$ cat src/rtl/outfifo_uart_frame_tx.sv
// outfifo_uart_frame_tx: drains one frame of FRAME_WORDS FIFO words over a UART line, DW/8 bytes per word.
// Define UART_PARITY_EN for 8E1 framing; the default build is 8N1.
module outfifo_uart_frame_tx #(
  parameter int CLK_FREQ_FPGA = 10000000,
  parameter int BAUDRATE      = 115200,
  parameter int DW            = 32,
  parameter int FRAME_WORDS   = 223,
  parameter bit MSB_FIRST     = 1'b0
) (
  input  logic                               out_clk,
  input  logic                               rst,
  input  logic                               transmit_en,
  input  logic [DW-1:0]                      outfifo_dout,
  input  logic                               outfifo_empty,
  output logic                               outfifo_rden,
  output logic                               o_Tx_Serial,
  output logic                               o_Tx_Active,
  output logic                               transmit_Ready,
  output logic                               frame_done,
  output logic [$clog2(FRAME_WORDS+1)-1:0]   word_count
);
  localparam int CPB = CLK_FREQ_FPGA / BAUDRATE;
  localparam int NB  = DW / 8;
  localparam int CW  = $clog2(CPB);
  localparam int BW  = NB > 1 ? $clog2(NB) : 1;
  localparam int WCW = $clog2(FRAME_WORDS + 1);
`ifdef UART_PARITY_EN
  typedef enum logic [2:0] {IDLE, FETCH, LATCH, START, DATA, PAR, STOP} state_t;
`else
  typedef enum logic [2:0] {IDLE, FETCH, LATCH, START, DATA, STOP} state_t;
`endif
  state_t state_q, state_d;
  logic [CW-1:0] cnt_q, cnt_d;
  logic [2:0] bit_q, bit_d;
  logic [BW-1:0] byte_q, byte_d;
  logic [DW-1:0] sh_q, sh_d;
  logic [WCW-1:0] wc_q, wc_d;
  logic en_q, rden_q, rden_d, done_q, done_d, load_q, load_d;
  logic tick, en_rise, last_byte, last_word;
  logic [7:0] cur;
  assign tick = cnt_q == CW'(CPB - 1);
  assign en_rise = transmit_en & ~en_q;
  assign last_byte = byte_q == BW'(NB - 1);
  assign last_word = wc_q == WCW'(FRAME_WORDS - 1);
  assign cur = MSB_FIRST ? sh_q[DW-1 -: 8] : sh_q[7:0];
  // en_q keeps sampling during reset so a switch held high across reset cannot start a frame
  always_ff @(posedge out_clk) en_q <= transmit_en;
  always_ff @(posedge out_clk)
    if (!rst) begin
      state_q <= IDLE;
      cnt_q   <= '0;
      bit_q   <= '0;
      byte_q  <= '0;
      sh_q    <= '0;
      wc_q    <= '0;
      rden_q  <= 1'b0;
      done_q  <= 1'b0;
      load_q  <= 1'b0;
    end else begin
      state_q <= state_d;
      cnt_q   <= cnt_d;
      bit_q   <= bit_d;
      byte_q  <= byte_d;
      sh_q    <= sh_d;
      wc_q    <= wc_d;
      rden_q  <= rden_d;
      done_q  <= done_d;
      load_q  <= load_d;
    end
  // FIFO data is valid the cycle after the strobe, i.e. the first START cycle, hence load_q
  always_comb begin
    state_d = state_q;
    cnt_d   = cnt_q + 1'b1;
    bit_d   = bit_q;
    byte_d  = byte_q;
    sh_d    = load_q ? outfifo_dout : sh_q;
    wc_d    = wc_q;
    rden_d  = 1'b0;
    done_d  = 1'b0;
    load_d  = 1'b0;
    case (state_q)
      IDLE: if (en_rise) begin
        wc_d    = '0;
        state_d = FETCH;
      end
      FETCH: if (!transmit_en) state_d = IDLE;
      else if (!outfifo_empty) begin
        rden_d  = 1'b1;
        state_d = LATCH;
      end
      LATCH: begin
        load_d  = 1'b1;
        byte_d  = '0;
        state_d = START;
      end
      START: begin
        bit_d = '0;
        if (tick) state_d = DATA;
      end
      DATA: if (tick) begin
        bit_d = bit_q + 3'd1;
        cnt_d = '0;
`ifdef UART_PARITY_EN
        if (bit_q == 3'd7) state_d = PAR;
`else
        if (bit_q == 3'd7) state_d = STOP;
`endif
      end
`ifdef UART_PARITY_EN
      PAR: if (tick) state_d = STOP;
`endif
      STOP: if (tick) begin
        if (!last_byte) begin
          byte_d  = byte_q + 1'b1;
          sh_d    = MSB_FIRST ? sh_q << 8 : sh_q >> 8;
          state_d = transmit_en ? START : IDLE;
        end else begin
          wc_d    = wc_q + 1'b1;
          done_d  = last_word;
          state_d = (last_word || !transmit_en) ? IDLE : FETCH;
        end
      end
      default: state_d = IDLE;
    endcase
    if (state_d != state_q) cnt_d = '0;
  end
  assign outfifo_rden   = rden_q;
  assign o_Tx_Active    = state_q != IDLE;
  assign transmit_Ready = state_q == IDLE;
  assign frame_done     = done_q;
  assign word_count     = wc_q;
`ifdef UART_PARITY_EN
  assign o_Tx_Serial = (state_q == START) ? 1'b0 : (state_q == DATA) ? cur[bit_q] : (state_q == PAR) ? ^cur : 1'b1;
`else
  assign o_Tx_Serial = (state_q == START) ? 1'b0 : (state_q == DATA) ? cur[bit_q] : 1'b1;
`endif
endmodule

$ cat config.mk
export PLATFORM = sky130hd
export DESIGN_NAME = outfifo_uart_frame_tx
export DESIGN_NICKNAME = d
export VERILOG_FILES = /design/src/rtl/outfifo_uart_frame_tx.sv
export SDC_FILE = /design/constraint.sdc
export NUM_CORES = 1
export LEC_CHECK = 0
export ABC_AREA = 1
export BUFFER_PORTS_ARGS = -buffer_cell sky130_fd_sc_hd__clkbuf_2
export CORE_ASPECT_RATIO = 1.25
export CORE_MARGIN = 2
export CORE_UTILIZATION = 52
export CTS_BUF_LIST = sky130_fd_sc_hd__clkbuf_4 sky130_fd_sc_hd__clkbuf_8
export DETAILED_ROUTE_END_ITERATION = 7
export GPL_TIMING_DRIVEN = 0
export PLACE_DENSITY = 0.78
export SETUP_SLACK_MARGIN = 0.4
export SLEW_MARGIN = 30
export SYNTH_ARGS = -nofsm -noshare
export SYNTH_HDL_FRONTEND = slang
export SYNTH_SLANG_ARGS = --single-unit
$ cat constraint.sdc
create_clock -name out_clk -period 1.5 [get_ports out_clk]
set_clock_uncertainty 0.1 [all_clocks]
set_input_delay 0.075 -clock out_clk [delete_from_list [all_inputs] [get_ports out_clk]]
set_output_delay 0.075 -clock out_clk [all_outputs]
set_load 0.05 [all_outputs]
# Yosys cells after proc, flatten, opt, wreduce, memory -nomap -nowiden
# Cells that the tools add are included.
totals:
  register_bits: 59
  in_bits: 36
  output_inout_bits: 13
  elab_cells: 78
op_classes:
  addsub: 4
  magnitude_cmp: 1
  eq_ne: 15
  n_mux: 32
  bitwise_logic: 3
  n_reduce_logical: 13
op_table:
  columns: ["cell", "count"]
  rows:
  - ["$mux W32", 4]
  - ["$mux W3", 8]
  - ["$mux W8", 3]
  - ["$pmux W3 S6", 1]
  - ["$pmux W8 S2", 1]
  - ["$mux W7", 2]
  - ["$eq A3 B3 Y1 const B", 3]
  - ["$add A8 B1 Y8 const B", 1]
  - ["$eq A8 B8 Y1 const B", 1]
  - ["$mux W2", 4]
  - ["$ne A2 B2 Y1 const B", 4]
  - ["$reduce_and A4 Y1", 2]
  - ["$add A7 B1 Y7 const B", 1]
  - ["$eq A7 B7 Y1 const B", 1]
  - ["$eq A3 B2 Y1 const B", 2]
  - ["$mux W1", 6]
  - ["$pmux W3 S2", 1]
  - ["$reduce_and A3 Y1", 2]
  - ["$reduce_bool A2 Y1", 3]
  - ["$lt A3 B4 Y1 const B", 1]
  - ["$pmux W2 S2", 1]
  - ["$add A3 B1 Y3 const B", 1]
  - ["$bmux W1 S3", 1]
  - ["$eq A3 B1 Y1 const B", 1]
  - ["12 further kinds", 13]

# Logic depth before layout (Yosys ltp)
# Gate-level depths: netlist of run 1.
depth:
  ltp_word: 8
  ltp_mapped: 12
  depth_no_buf: 12

# Worst setup path after synthesis of run 1
# Ideal clock, no wire load.
synth_timing:
  path_type: "reg-to-output"
  from: "reg state_q[1]"
  to: "out o_Tx_Active"
  arrival_time_ns: 1.714
  required_time_ns: 1.325
  path_slack_ns: -0.389
  path_stages_with_launch: 5
  path_buffers: 0
  path_cell_list: "dfxtp_1 > inv_1 > nand2_1 > nor2_1 > inv_1"
synth_via:
  elab_chain_cells: 1
synth_lines:
  columns: ["item", "line", "text"]
  rows:
  - ["start: declaration", "32", "state_t state_q, state_d;"]
  - ["start signal: assignment", "60", "state_q <= state_d;"]
  - ["$reduce_bool A3 Y1", "128", "assign o_Tx_Active = state_q != IDLE;"]
  - ["end: declaration", "17", "output logic o_Tx_Active,"]
# No other way between the ends.

# Worst setup path in the final report of run 1
layout_timing:
  from: "reg state_q[2]"
  to: "out o_Tx_Serial"
layout_via:
  elab_chain_cells: 3
  word_cells_on_any_way: 4
  classes_between: "eq/ne (2); mux (2)"
layout_lines:
  columns: ["item", "line", "text"]
  rows:
  - ["$eq A3 B3 Y1", "135", "assign o_Tx_Serial = (state_q == START) ? 1'b0 : (state_q == DATA) ? cur[bit_q] : 1'b1;"]
  - ["$mux W1", "135", null]
  - ["$mux W1 (*)", "135", null]
  - ["end: declaration", "16", "output logic o_Tx_Serial,"]
# Mark *: on every way between the ends. The rest lies on a longest branch, timed or not.

==> results of run 1 <==
## critical path, cell delays in order (launching register included)
cell        delay, ns
dfxtp_2          0.45
inv_2            0.12
nor2_4           0.24
nand3_2          0.12
nand2_2          0.11
clkinvlp_4       0.10
clkbuf_16        0.17
## state kept, by name, indices dropped and copies added (netlist names)
signal / count
state_q: 3
bit_q: 3
load_q: 1
en_q: 1
sh_q: 32
cnt_q: 7
outfifo_rden: 1
byte_q: 2
frame_done: 1
word_count: 8
## repair_timing
item	CTS	global route
cloned	6	0
setup endpoints to repair	67	69
pin swaps	39	22
endpoints found under the hold margin	10	1
resized for setup	165	84
buffers inserted	24	9
## metal layers
| layer | GRT usage | routed length (um) |
|---|---|---|
| met5 | 0 | 0 |
| met1 | 0.291 | 3860 |
| met4 | 0.199 | 550 |
| met2 | 0.555 | 5780 |
| met3 | 0.0690 | 586 |
## area by class of cell
type / count / area, sq um
multi-input combinational: 280 / 1940
timing repair buffer: 95 / 876
buffer: 17 / 136
clock buffer: 14 / 186
fill: 257 / 693
clock inverter: 1 / 30.0
sequential: 59 / 1220
inverter: 61 / 274
tap: 64 / 80.1
## where the power goes
group	total (mW)	switching, mW	internal, mW
clock network	1.60	0.638	0.959
logic	1.34	0.771	0.574
registers	1.79	0.104	1.68
## kinds of logic after synthesis
kind of cell | synth area share
buffers and inverters | 0.103
multiplexers | 0.0154
adder cells (fa/ha/maj) | 0.0299
flip-flops | 0.404
AND/OR/NAND/NOR | 0.238
AO/OA/AOI/OAI | 0.189
XOR/XNOR | 0.0209
## cell usage after synthesis, types with 3 or more instances
master    count  area share
nand3b_1      3      0.0077
inv_1        57       0.073
nand4_1       4      0.0085
inv_2         3      0.0038
mux2_2        4       0.015
or2_2         4      0.0085
nand3_1      15       0.026
o21ai_0      53       0.091
a21oi_1      45       0.077
xor2_1        5       0.015
nor3_1        4      0.0068
nand2_1      64       0.082
clkbuf_1     10       0.013
ha_1          7       0.030
buf_2         5      0.0085
nor2_1       52       0.067
dfxtp_1      59        0.40
## final timing paths
| path | to | slack [ns] | depth (start not counted) |
|---|---|---|---|
| hold reg to reg | sh_q[23] | 0.36 | 2 |
| hold / removal | outfifo_rden | -0.001 | 4 |
| setup / recovery | o_Tx_Serial | -0.34 | 6 |
| setup reg to reg | cnt_q[0] | -0.28 | 8 |
## stage by stage
stage               cells  total power, mW
floorplan             417             2.36
global placement      528             2.54
detailed placement    528             2.56
CTS                   582             4.45
global route          591             4.89
finish                591             4.73
==> impl_metrics.csv, run 1 <==
group,metric,value,unit
outcome,status,"complete, but fails checks",
outcome,violations,"negative hold slack, negative setup slack",
cells_and_area,mostFrequentLayoutCell,"inv_1",
timing,finalHoldViolCount,1,
global_routing,grt_usage,0.298,
cells_and_area,drive_above_1_share,0.484,
global_routing,grt_pass1_vias,3272,
drt,drt_first_pass_iters,5,
cells_and_area,final_cell_mix,"47 x inv_1, 46 x nand2_1, 42 x dfxtp_1, 38 x clkbuf_2, 34 x nor2_1",
clock_tree,insertion_delay,0.35,ns
yosys,synth_area,0.00293,sq mm
drt,vias_per_cell,5.74,
floorplanning,initial_core_util,0.538,
drt,wl_per_cell,18.2,um
global_routing,overflow,0,
global_routing,grt_pass1_wl,14.3,mm
yosys,synth_edf_count,0,
clock_tree,htreeDepth,3,
global_routing,grt_antenna_before_repair,0,
yosys,yosysUniqueCellTypes,33,
drt,wl,10.8,mm
floorplanning,dieArea,0.00625,sq mm
yosys,synth_warnings,0,
placement,preCtsSetupSlack,-0.282,ns
drt,num_vias,3394,
critical_path,crit_fanout,6,
hold_path,min_from,"outfifo_empty",
yosys,postSynth.asyncResetShare,0,
yosys,synth_cells,417,
timing,setup_tns,-9.48,ns
yosys,ys_ff_latch,59,
placement,placed_area,0.00333,sq mm
critical_path,critPathRequiredTime,1.32,ns
cells_and_area,stdcell_area,0.00475,sq mm
pwr,pwr_density_cell,995,mW/mm^2
floorplanning,core_area,0.00544,sq mm
timing,fin_crit_sh,1.22,
timing,setup_slack,-0.336,ns
timing,slew_viol_final,0,
yosys,syn_nets,460,
yosys,ys_seq_area_frac,0.404,
timing,maxSlewHeadroom,0.510,
floorplanning,fp.dieW,71.1,um
placement,gp_congestion,0.889,
critical_path,path_class,"reg -> out",
floorplanning,die_h,87.9,um
clock_tree,hold_buffers,9,
drt,postRouteAntennaNets,0,
global_routing,grt_max_degree,11,
timing,setup_violations,47,
cells_and_area,final_nets,566,
critical_path,cp-end-kind,"output pin",
yosys,syn-mean-instance-area,7.02,sq um
placement,dp_hpwl,4.93,mm
drt,drt-initial-drc-count,270,
job,cap_violations,0,
critical_path,startpoint_type,"register",
floorplanning,io_pins,49,
timing,holdWs,-0.00150,ns
clock_tree,clk_pin_slew,0.07,ns
floorplanning,rows,30,
clock_tree,cts_root_buf,"clkbuf_8",
timing,clock.fmax,0.545,GHz
pwr,vdd_drop_max,0.000762,V
placement,portBuffers,47,
critical_path,worstPathArrival,1.66,ns
timing,rsz0062_at_grt,"yes",
critical_path,startpoint,"state_q[2]",
pwr,power_leakage,2.00,nW
clock_tree,cts_buffer_depth,2,
clock_tree,cts_tree,"built",
drt,drc,0,
timing,min_period,1.84,ns
yosys,ys_dominant_reg_cell,"dfxtp_1",
hold_path,worstHoldPathType,"in -> reg",
cells_and_area,antenna_cells,0,
critical_path,r2r_start,"state_q[0]",
cells_and_area,area_growth,62.3,%
cells_and_area,final_util,0.873,
timing,tightestPinTransition,0.736,ns
clock_tree,cts_made_buffers,9,
clock_tree,clock_sinks,59,
Power figures use the tool's default switching activity.
==> inputs of run 2 (changes only) <==
--- a/config.mk
+++ b/config.mk
@@ -9,11 +9,11 @@
 export BUFFER_PORTS_ARGS = -buffer_cell sky130_fd_sc_hd__clkbuf_2
 export CORE_ASPECT_RATIO = 1.25
 export CORE_MARGIN = 2
-export CORE_UTILIZATION = 52
+export CORE_UTILIZATION = 58
 export CTS_BUF_LIST = sky130_fd_sc_hd__clkbuf_4 sky130_fd_sc_hd__clkbuf_8
 export DETAILED_ROUTE_END_ITERATION = 7
 export GPL_TIMING_DRIVEN = 0
-export PLACE_DENSITY = 0.78
+export PLACE_DENSITY = 0.82
 export SETUP_SLACK_MARGIN = 0.4
 export SLEW_MARGIN = 30
 export SYNTH_ARGS = -nofsm -noshare
==> constraint.sdc (replaced) <==
create_clock -name out_clk -period 2.1 [get_ports out_clk]
set_clock_uncertainty 0.1 [all_clocks]
set_input_delay 0.105 -clock out_clk [delete_from_list [all_inputs] [get_ports out_clk]]
set_output_delay 0.105 -clock out_clk [all_outputs]
set_load 0.05 [all_outputs]
==> run 2 against run 1 <==
Net effect:
- die area is 9.8% lower
- routed wire length decreased by 25%
- worst setup slack improved by 0.71 ns
- worst hold slack gained 0.026 ns
- global-route usage decreased by 3.1 points
- sequential power decreased by 30%
- total power down 33%
- first-iteration DRC count is 14% lower
- combinational power is 47% lower
- via count shrank 8.0%
- critical path depth up 3
- the run now ends clean
- critical endpoint is now cnt_q[3]
- flip-flop and latch count unchanged
==> impl_metrics.csv, run 2 (synthesis gave the netlist of run 1 again) <==
group,metric,value,unit
clock_tree,cts_root_buf,"clkbuf_8",
drt,met2WireLength,4.21,mm
timing,setup_violations,0,
critical_path,slowest_stage,"dfxtp_1",
drt,met3_length,468,um
timing,rsz0062_at_grt,"yes",
clock_tree,clk_pin_slew,0.07,ns
floorplanning,initial_core_util,0.610,
critical_path,crit_chain,"inv_2 > nand3_4 > inv_1 > nand2_4 > nand3_2 > nor2_1 > nor2_2 > nand3_4 > nor2_2",
critical_path,crit_family,"simple AND/OR/NAND/NOR gates",
pwr,netSwitchingPower,956,uW
floorplanning,rows,28,
hold_path,worstHoldPathType,"in -> reg",
timing,min_period,1.73,ns
critical_path,crit_buf_inv,2,
cells_and_area,mostFrequentLayoutCell,"nand2_1",
pwr,swShare,0.301,
placement,preCtsSetupSlack,0.300,ns
global_routing,grt_antenna_before_repair,0,
drt,wl,8.03,mm
pwr,vdd_drop_max,0.000631,V
pwr,internal_power,2.22,mW
critical_path,r2r_start,"state_q[1]",
critical_path,startpoint,"state_q[1]",
pwr,clkPwrFrac,0.378,
floorplanning,core_area,0.00480,sq mm
cells_and_area,drive_above_1_share,0.317,
critical_path,worstPathArrival,1.90,ns
clock_tree,cts_made_buffers,9,
floorplanning,fp.dieW,67.5,um
timing,tightestPinTransition,0.480,ns
drt,drc,0,
critical_path,crit_fanout,7,
cells_and_area,final_cell_mix,"53 x nand2_1, 50 x inv_1, 49 x dfxtp_1, 48 x clkbuf_2",
pwr,pwr_density_cell,806,mW/mm^2
drt,postRouteAntennaNets,0,
clock_tree,clock_sinks,59,
critical_path,startpoint_type,"register",
drt,drt_first_pass_iters,5,
drt,drt-initial-drc-count,231,
timing,holdWs,0.0249,ns
global_routing,overflow,0,
drt,wl_per_cell,14.3,um
cells_and_area,largest_register_ff_count,32,
timing,fin_crit_sh,0.823,
critical_path,max_stage_delay,0.33,ns
floorplanning,dieArea,0.00563,sq mm
critical_path,cp-end-kind,"register",
timing,setup_slack,0.372,ns
outcome,status,"finished, final reports clean",
timing,setup_tns,0,ns
drt,met1_length,3.14,mm
cells_and_area,antenna_cells,0,
placement,gp_congestion,0.850,
pwr,combPwrFrac,0.224,
global_routing,grt_pass1_vias,2832,
cells_and_area,largest-register,"sh_q",
global_routing,grt_pass1_wl,11.7,mm
cells_and_area,stdcell_area,0.00394,sq mm
pwr,seqPwrFrac,0.398,
drt,num_vias,3124,
job,cap_violations,0,
placement,portBuffers,47,
global_routing,grt_usage,0.267,
hold_path,min_from,"outfifo_empty",
clock_tree,cts_tree,"built",
cells_and_area,final_nets,540,
drt,dr.max_layer_used,"met4",
clock_tree,insertion_delay,0.34,ns
cells_and_area,fillCellCount,304,
critical_path,critPathRequiredTime,2.28,ns
floorplanning,die_h,83.4,um
clock_tree,htreeDepth,3,
clock_tree,cts_buffer_depth,2,
placement,placed_area,0.00324,sq mm
timing,clock.fmax,0.579,GHz
timing,slew_viol_final,0,
timing,finalHoldViolCount,0,
cells_and_area,area_growth,34.6,%
pwr,power_leakage,1.73,nW
placement,dp_hpwl,4.82,mm
drt,vias_per_cell,5.56,
critical_path,path_class,"reg -> reg",
global_routing,grt_max_degree,11,
timing,maxSlewHeadroom,0.680,
floorplanning,io_pins,49,
==> run 2: changes by cell type in the layout (fill, tap and decap cells not counted), sizes merged <==
cell      before  now
buf           54   20
clkbuf        63   68
inv           58   60
bufinv         1    2
clkinv         1    2
clkinvlp       2    1
nand2         67   68
==> run 2: what timing repair did <==
item / in CTS / in global routing
hold endpoints to repair: 9 / 0
setup buffers: 0 / 9
pin swaps: 3 / 23
endpoints found under the setup margin: 37 / 44
hold buffers: 9 / 0
cloned: 0 / 4
gates resized for setup: 23 / 83
==> run 2: per-layer routing <==
layer	up-vias	GRT usage
li1	1509	-
met1	1457	0.287
met2	133	0.484
met3	25	0.0474
met4	0	0.119
met5	-	0
==> run 2: cell type report <==
cell class	count	area [sq um]	area share
sequential	59	1200	0.304
tap	60	75.1	0.0191
timing repair buffer	68	424	0.108
buffer	17	120	0.0305
clock inverter	4	72.6	0.0184
multi-input combinational	281	1650	0.418
clock buffer	12	159	0.0403
inverter	61	241	0.0613
==> run 2: worst paths after layout <==
path                  endpoint  slack (ns)  cells past startpoint
setup / recovery      cnt_q[3]        0.37                      9
hold / removal    outfifo_rden        0.02                      4
setup reg to reg      cnt_q[3]        0.37                      9
hold reg to reg       sh_q[16]        0.36                      2
==> run 2: per-stage QoR <==
| step | utilization | total power [mW] | std cells |
|---|---|---|---|
| floorplan | - | 1.65 | 417 |
| global placement | 0.676 | 1.78 | 524 |
| detailed placement | 0.676 | 1.79 | 524 |
| CTS | 0.755 | 3.01 | 549 |
| global route | 0.821 | 3.31 | 562 |
| finish | 0.821 | 3.17 | 562 |
==> run 2: power by group through the flow <==
stage               combinational [mW]  sequential (mW)  clock, mW
finish                           0.711             1.26       1.20
CTS                              0.559             1.25       1.20
floorplan                        0.377             1.28          0
global route                     0.790             1.27       1.25
global placement                 0.512             1.26          0
detailed placement               0.523             1.27          0
==> run 2: worst min-delay path, stage by stage <==
cell and delay (ns):
clkbuf_2 0.09, inv_1 0.04, nand3_1 0.13, nor2_1 0.06
==> inputs of run 3 (changes only) <==
--- a/config.mk
+++ b/config.mk
@@ -5,7 +5,7 @@
 export SDC_FILE = /design/constraint.sdc
 export NUM_CORES = 1
 export LEC_CHECK = 0
-export ABC_AREA = 1
+export ABC_AREA = 0
 export BUFFER_PORTS_ARGS = -buffer_cell sky130_fd_sc_hd__clkbuf_2
 export CORE_ASPECT_RATIO = 1.25
 export CORE_MARGIN = 2
==> constraint.sdc (replaced) <==
create_clock -name out_clk -period 1.8 [get_ports out_clk]
set_clock_uncertainty 0.1 [all_clocks]
set_input_delay 0.09 -clock out_clk [delete_from_list [all_inputs] [get_ports out_clk]]
set_output_delay 0.09 -clock out_clk [all_outputs]
set_load 0.05 [all_outputs]
==> run 3 against run 2 <==
Net effect:
- the flow now finishes with violations (negative hold slack, negative setup slack)
- clock-buffer cell count decreased by 1
- critical path depth decreased by 5
- worst setup slack got worse by 0.56 ns
- critical endpoint is now o_Tx_Serial
- largest power group unchanged
- first-iteration DRC count decreased by 9.1%
==> impl_metrics.csv, run 3 <==
group,metric,value,unit
yosys,yosysUniqueCellTypes,44,
critical_path,startpoint_type,"register",
cells_and_area,fillCellCount,225,
clock_tree,cts_root_buf,"clkbuf_8",
timing,finalHoldViolCount,2,
timing,slew_viol_final,0,
floorplanning,fp.dieW,68.9,um
cells_and_area,final_nets,480,
timing,clock.fmax,0.504,GHz
critical_path,r2r_slack,-0.15,ns
yosys,synth-xor-area-share,0.0316,
yosys,synth-simple-area-share,0.224,
cells_and_area,drive_above_1_share,0.407,
drt,drt_first_pass_iters,6,
yosys,post-synth-top-count-cell,"dfxtp_1",
drt,vias_per_cell,6.10,
timing,tightestPinTransition,0.576,ns
cells_and_area,final_util,0.901,
outcome,status,"complete, but fails checks",
yosys,synth_commonest_cells,"59 x dfxtp_1, 40 x mux2i_1, 40 x nand2_1",
cells_and_area,largest-register,"sh_q",
critical_path,crit_end,"o_Tx_Serial",
floorplanning,dieArea,0.00586,sq mm
placement,gp_congestion,0.897,
placement,portBuffers,47,
critical_path,reg2regPathDepth,8,
yosys,synth.mux.area_fraction,0.146,
drt,drc,0,
hold_path,worstHoldPathType,"in -> reg",
global_routing,grt_antenna_before_repair,0,
yosys,synth_cells,325,
yosys,synth_top_area_share,0.387,
global_routing,grt_max_degree,11,
pwr,pwr_density_cell,617,mW/mm^2
cells_and_area,multi_input_area,0.00204,sq mm
placement,dp_hpwl,4.96,mm
yosys,yosys-top-cells-area,"dfxtp_1 39%, mux2i_1 13%, o211a_1 7.9%, nand2_1 4.9%, nor2_1 3.8%",
drt,postRouteAntennaNets,0,
critical_path,path_class,"reg -> out",
critical_path,crit_fanout,3,
critical_path,worstPathArrival,1.79,ns
timing,maxSlewHeadroom,0.615,
clock_tree,clk_pin_slew,0.07,ns
yosys,ys_seq_area_frac,0.387,
yosys,synth_edf_count,0,
floorplanning,io_pins,49,
global_routing,grt_usage,0.344,
cells_and_area,mostFrequentLayoutCell,"clkbuf_2",
clock_tree,insertion_delay,0.36,ns
timing,setup_violations,46,
drt,wl_per_cell,20.5,um
cells_and_area,final_cell_mix,"49 x clkbuf_2, 42 x dfxtp_1, 39 x mux2i_1, 34 x nand2_1, 24 x o211a_1",
global_routing,grt_pass1_wl,14.6,mm
yosys,synth_adder_area_share,0.0287,
critical_path,startpoint,"bit_q[0]",
cells_and_area,register_area,0.00121,sq mm
yosys,postSynth.asyncResetShare,0,
cells_and_area,largest_register_ff_count,32,
global_routing,grt_pass1_vias,3183,
yosys,syn_nets,368,
clock_tree,clock_sinks,59,
floorplanning,rows,29,
critical_path,r2r-end,"byte_q[0]",
outcome,violations,"negative hold slack, negative setup slack",
yosys,synth_top_family_by_area,"simple AND/OR/NAND/NOR gates",
pwr,vdd_drop_max,0.000847,V
floorplanning,die_h,85.1,um
yosys,synth_area,0.00305,sq mm
cells_and_area,antenna_cells,0,
critical_path,r2r_start,"state_q[2]",
clock_tree,cts_made_buffers,9,
timing,holdWs,-0.0125,ns
global_routing,overflow,0,
drt,num_vias,3075,
timing,fin_crit_sh,1.10,
yosys,syn-mean-instance-area,9.38,sq um
clock_tree,cts_buffer_depth,2,
timing,rsz0062_at_grt,"yes",
yosys,synth-compound-area-share,0.144,
timing,setup_tns,-3.79,ns
pwr,power_leakage,2.07,nW
yosys,ys_dominant_reg_cell,"dfxtp_1",
yosys,synth_warnings,0,
yosys,ys_ff_latch,59,
timing,min_period,1.98,ns
yosys,synth_top_area_cell,"dfxtp_1",
pwr,p_total,2.82,mW
critical_path,critPathRequiredTime,1.61,ns
timing,setup_slack,-0.185,ns
drt,drt-initial-drc-count,210,
floorplanning,initial_core_util,0.600,
job,cap_violations,0,
placement,preCtsSetupSlack,-0.278,ns
clock_tree,cts_tree,"built",
clock_tree,htreeDepth,3,
critical_path,cp-end-kind,"output pin",
floorplanning,core_area,0.00508,sq mm
drt,wl,10.3,mm
cells_and_area,area_growth,50.1,%
## run 3: cell count changes after synthesis, moves of 22 or more
cell,change
a21oi_1,-41
o211a_1,+22
inv_1,-49
mux2i_1,+40
o21ai_0,-50
nand2_1,-24
## run 3: report_power, final
part | leakage, nW | switching, mW | internal (mW)
combinational | 1.50 | 0.196 | 0.191
sequential | 0.486 | 0.0165 | 1.32
clock | 0.0859 | 0.580 | 0.522
total | 2.07 | 0.793 | 2.03
## run 3: final cells by class
cell class              instances  area share
multi-input cells             237       0.447
flip-flops and latches         59       0.265
repair buffers                100       0.184
plain buffers                  22      0.0418
clock buffers                  11      0.0304
well taps                      62      0.0170
inverters                       8     0.00875
clock inverters                 5     0.00656
## run 3: repair_timing
action / CTS / global route
pin swaps: 18 / 19
gates resized for setup: 56 / 38
endpoints found under the setup margin: 59 / 60
buffers inserted: 17 / 9
hold endpoints to repair: 21 / 0
cloned: 6 / 1
hold buffers: 21 / 0
## run 3: how the worst min path moves through the flow
stage / start / end / slack, ns / cells after the start
2_1_floorplan: transmit_en / en_q / 0.02 / 0
6_report: outfifo_dout[3] / sh_q[3] / -0.01 / 4
5_1_grt: outfifo_dout[18] / sh_q[18] / 0.01 / 4
3_3_place_gp: transmit_en / en_q / 0.16 / 1
3_5_place_dp: transmit_en / en_q / 0.18 / 1
4_1_cts: outfifo_dout[3] / sh_q[3] / 0.0004 / 4
## run 3: kinds of logic after synthesis
group / after synthesis
simple gates: 126
flops: 59
compound gates: 50
mux: 42
buf+inv: 30
xor+xnor: 11
fa+ha+maj: 7
## run 3: metrics by stage
stage	std cells	area (sq um)	hold WS (ns)
global placement	434	3510	0.163
CTS	494	4350	0.000431
floorplan	325	3200	0.0177
finish	504	4580	-0.0125
detailed placement	434	3510	0.182
global route	504	4580	0.0104
## run 3: worst max-delay path, stage by stage (launching register included)
cell     delay (ns)
dfxtp_4        0.38
mux4_2         0.55
mux2i_4        0.19
a32oi_4        0.14
buf_8          0.18
## run 3: metal layers
layer,track usage,up-vias,wire (um)
li1,-,1391,-
met1,0.312,1478,3550
met2,0.628,150,5620
met3,0.0981,56,568
met4,0.226,0,579
met5,0,-,0
